===== src/rtl/run_ctrl.sv =====
// run_ctrl: synchronises reset release, holds cores in reset for RST_CYCLES, then runs
// them until every core has halted or MAX_CYCLES elapse; restartable from DONE via start.
module run_ctrl #(
    parameter int N_CORES    = 1,
    parameter int RST_CYCLES = 2,
    parameter int MAX_CYCLES = 50,
    parameter int CNT_W      = 16
) (
    input  logic               clk,
    input  logic               rst,
    input  logic               start,
    input  logic [N_CORES-1:0] halt,
    output logic [N_CORES-1:0] core_rst,
    output logic               running,
    output logic               done,
    output logic               timeout,
    output logic [CNT_W-1:0]   cycle_count,
    output logic [N_CORES-1:0] halted_mask
);
    localparam int HW = $clog2(RST_CYCLES + 1);

    typedef enum logic [1:0] {HOLD, RUN, DONE} state_t;

    state_t             r_state, w_next;
    logic [1:0]         r_sync;
    logic [HW-1:0]      r_hold;
    logic [CNT_W-1:0]   r_cnt;
    logic [N_CORES-1:0] r_mask;
    logic               r_timeout;
    logic               w_rst_sync, w_hold_end, w_all_halt, w_budget_end;
    logic [CNT_W-1:0]   w_cnt_inc;
    logic [N_CORES-1:0] w_mask_or;

    assign w_rst_sync   = r_sync[1];
    assign w_hold_end   = w_rst_sync && (r_hold + 1'b1 == HW'(RST_CYCLES));
    assign w_cnt_inc    = r_cnt + 1'b1;
    assign w_mask_or    = r_mask | halt;
    assign w_all_halt   = &w_mask_or;
    assign w_budget_end = w_cnt_inc == CNT_W'(MAX_CYCLES);

    always_ff @(posedge clk or negedge rst) begin
        if (!rst) r_sync <= '0;
        else      r_sync <= {r_sync[0], 1'b1};
    end

    always_ff @(posedge clk or negedge rst) begin
        if (!rst) r_state <= HOLD;
        else      r_state <= w_next;
    end

    always_comb begin
        w_next = r_state;
        case (r_state)
            HOLD:    w_next = w_hold_end ? RUN : HOLD;
            RUN:     w_next = (w_all_halt || w_budget_end) ? DONE : RUN;
            DONE:    w_next = start ? HOLD : DONE;
            default: w_next = HOLD;
        endcase
    end

    // Halt completion takes priority over the budget, so timeout only flags a pure expiry
    always_ff @(posedge clk or negedge rst) begin
        if (!rst) begin
            r_hold    <= '0;
            r_cnt     <= '0;
            r_mask    <= '0;
            r_timeout <= 1'b0;
        end else begin
            case (r_state)
                HOLD: begin
                    if (w_rst_sync) r_hold <= w_hold_end ? '0 : r_hold + 1'b1;
                    r_cnt     <= '0;
                    r_mask    <= '0;
                    r_timeout <= 1'b0;
                end
                RUN: begin
                    r_cnt     <= w_cnt_inc;
                    r_mask    <= w_mask_or;
                    r_timeout <= !w_all_halt && w_budget_end;
                end
                DONE: begin
                    if (start) begin
                        r_hold    <= '0;
                        r_cnt     <= '0;
                        r_mask    <= '0;
                        r_timeout <= 1'b0;
                    end
                end
                default: r_hold <= '0;
            endcase
        end
    end

    always_comb begin
        core_rst    = {N_CORES{r_state == HOLD}};
        running     = r_state == RUN;
        done        = r_state == DONE;
        timeout     = r_timeout;
        cycle_count = r_cnt;
        halted_mask = r_mask;
    end
endmodule

===== config.mk =====
export PLATFORM = sky130hd
export DESIGN_NAME = run_ctrl
export DESIGN_NICKNAME = d
export VERILOG_FILES = /design/src/rtl/run_ctrl.sv
export SDC_FILE = /design/constraint.sdc
export NUM_CORES = 1
export LEC_CHECK = 0
export CORE_MARGIN = 1
export CORE_UTILIZATION = 45
export DETAILED_ROUTE_END_ITERATION = 7
export PLACE_DENSITY = 0.69
export SETUP_SLACK_MARGIN = 0.3
export SYNTH_ARGS = -nofsm -noshare
export SYNTH_HDL_FRONTEND = slang
export SYNTH_SLANG_ARGS = --single-unit
export TNS_END_PERCENT = 10

===== constraint.sdc =====
create_clock -name clk -period 4.65 [get_ports clk]
set_input_delay 1.1625 -clock clk [delete_from_list [all_inputs] [get_ports clk]]
set_output_delay 1.1625 -clock clk [all_outputs]
set_load 0.03 [all_outputs]

==> key figures <==
Status
  • Status: finished, final reports clean

CTS
  • Clock Latency Late Sink: 0.32 ns
  • TritonCTS buffer count: 3
  • TritonCTS clock tree: built
  • Root Driver: clkbuf_4
  • Maximum root-to-sink buffer count: 2
  • Reg clk slew, reported paths: 0.14 ns
  • Sink Count: 24
  • Cts repair resizes: 0
  • Hold buffers post-CTS: 0
  • H-tree levels: 1
  • Setup Fix Bufs, Post-CTS: 0

Critical path
  • Worst path depth: 4
  • Most frequent CP cell: inv_1
  • CP bufs+invs: 3
  • Worst r2r path cells: 7
  • Setup crit end kind: primary output
  • Worst Setup Path Type: reg -> out
  • Crit Path Max Fanout: 20
  • CP max-delay cell: clkdlybuf4s50_1
  • WP data required: 3.49 ns
  • CP cell instances: inv_1, nand2_1, inv_1, clkdlybuf4s50_1
  • Delay-heaviest family, CP: buffers and inverters
  • Worst Path Arrival: 2.57 ns
  • Slowest Stage Delay on Critical Path: 0.75 ns
  • Critical Path Source Type: register

Logic synthesis
  • Leading post-synthesis cells by cell area: dfrtp_1 (40%), o21ai_0 (9.1%), nand2_1 (3.5%), nor2_1 (3.3%), a21oi_1 (3.0%)
  • Post-synth EDFFs: 0
  • FFs w/ async S/R, synth: 100%
  • Main synth FF type: dfrtp_1
  • Synth Register Bits: 24
  • Post-Syn Nets: 171
  • Top cells by count, synth: o21ai_0 (27), dfrtp_1 (24), nand2_1 (14)
  • Synth top area share: 40.3%
  • Avg Inst Size Synth: 9.08 sq um
  • Sequential share of the synthesized area: 40.3%
  • Mapped Cells: 164
  • Synth unique cells: 42
  • Post-synth top area cell: dfrtp_1
  • Syn. warnings: 0
  • Most common cell in the netlist: o21ai_0
  • Post-Syn Area: 1490 sq um

Route
  • Wire per inst: 14.2 um
  • Met3 WL: 108 um
  • M1 WL: 1500 um
  • DRC Markers: 0
  • WL met2: 1520 um
  • DR top layer: met4
  • Final ANT Viol Nets: 0
  • Total iterations of the first detailed-routing run: 4
  • Vias: 1,271
  • First DRT Iteration DRCs: 38
  • Routed WL: 3170 um
  • Vias/cell: 5.67

Timing
  • Hold slack: 0.370 ns
  • Rel. slew slack: 22.0%
  • Fin crit period: 3.73 ns
  • Final Cycle Share: 80.2%
  • Setup violators final: 0
  • RSZ-0062 raised after global routing: false
  • Worst Skew: 0.00260 ns
  • Setup TNS Final: 0 ns
  • Worst-margin pin slew: 1.17 ns
  • Top achievable clock speed: 0.268 GHz
  • Slew Viols, Final: 0
  • Hold Vio Cnt, Final: 0

Min path
  • WHS Path Cells: 0
  • Hold crit path type: reg -> reg

Power and ir drop
  • Clock share of power: 22.9%
  • PwrDens: 381 nW/um^2
  • Sequential group share of total power: 38.8%
  • Total Power: 669 uW
  • Switching share of total power: 38.8%
  • P_sw: 259 uW
  • Combinational Power Share: 38.3%
  • Leak Pwr: 0.721 nW
  • Worst VDD drop: 160 uV
  • Internal: 409 uW

Layout
  • Layout cell share with drive strength beyond 1: 10.6%
  • Area growth from synthesis to layout: 17.7%
  • Final instance area: 1750 sq um
  • Net count, final: 188
  • Diodes inserted: 0

Place
  • Dpl cell area: 1700 sq um
  • IO buf count: 24
  • Routability cong.: 0.844
  • Post-DP HPWL: 2260 um

Flow run
  • Total of max-cap violations: 0

Die
  • Initial Util: 48.0%
  • CORE AREA: 3100 sq um
  • Die width: 59.5 um
  • I/O pins: 25
  • Row cnt: 20
  • Die Y: 59.5 um
  • Die area: 3540 sq um

Global routing
  • First-pass GRT wire length: 5270 um
  • Largest net degree at the start of global routing: 25
  • GRT Util Overall: 19.8%
  • Global route overflow: 0
  • Vias in the first global route: 1,169
  • Initial antenna violation count: 0
## cell usage in the layout, fill, tap and decap left out, drive strengths merged
cell	count
a211oi	1
a21o	1
a21oi	9
a22o	1
a31oi	5
a32o	1
and3	4
and3b	1
and4	1
bufinv	1
clkbuf	3
clkdlybuf4s50	24
conb	1
dfrtp	24
ha	3
inv	6
nand2	14
nand3	9
nand3b	1
nand4	6
nor2	13
nor3	4
nor4	2
nor4b	4
o2111ai	1
o21ai	29
o31a	1
o31ai	3
o41ai	2
xnor2	3
xor2	2
## cells by family (layout without fill, tap and decap cells)
group / Yosys count / after routing / synth area share (%)
simple gates: 59 / 59 / 24.1
xor+xnor: 5 / 5 / 3.45
compound gates: 54 / 54 / 22.2
fa+ha+maj: 3 / 3 / 2.52
buf+inv: 18 / 34 / 7.14
other cells: 1 / 1 / 0.252
flops: 24 / 24 / 40.3
## metal layers
| metal | vias to the layer above | GRT usage (%) |
|---|---|---|
| li1 | 629 | - |
| met1 | 605 | 27.0 |
| met2 | 33 | 32.4 |
| met3 | 4 | 2.18 |
| met4 | 0 | 7.31 |
| met5 | - | 0 |
## worst paths after layout
check                                  end  slack [ns]            from
max                                running        0.92      r_state[1]
min                              r_sync[1]        0.37       r_sync[0]
max reg2reg                        timeout        2.39  cycle_count[0]
min reg2reg                      r_sync[1]        0.37       r_sync[0]
max in group asynchronous  cycle_count[14]        2.63             rst
min in group asynchronous        r_hold[0]        1.40             rst
## state kept, by name (all words and copies together) (netlist names)
name / cells
r_hold: 2
halted_mask: 1
r_sync: 2
cycle_count: 16
r_state: 2
timeout: 1
## power groups by stage
stage               Sequential (mW)  Clock (mW)  Combinational (mW)
finish                        0.260       0.153               0.256
global route                  0.264       0.163               0.282
CTS                           0.259       0.157               0.257
detailed placement            0.263           0               0.255
global placement              0.261           0               0.247
floorplan                     0.270           0               0.178
## through the flow
| stage | instances | utilization (%) | setup WS (ns) |
|---|---|---|---|
| 2_1_floorplan | 164 | - | 2.51 |
| 3_5_place_dp | 220 | 54.8 | 1.32 |
| 6_report | 224 | 56.5 | 0.922 |
| 4_1_cts | 224 | 56.5 | 0.935 |
| 3_3_place_gp | 220 | 54.8 | 1.40 |
| 5_1_grt | 224 | 56.5 | 0.811 |
## area by class of cell
type,instances,area [sq um]
fillers,306,1350
flip-flops and latches,24,601
clock inverters,1,30.0
multi-input cells,122,782
well taps,44,55.1
repair buffers,24,240
inverters,6,22.5
clock buffers,3,22.5
Power figures use the tool's default switching activity.
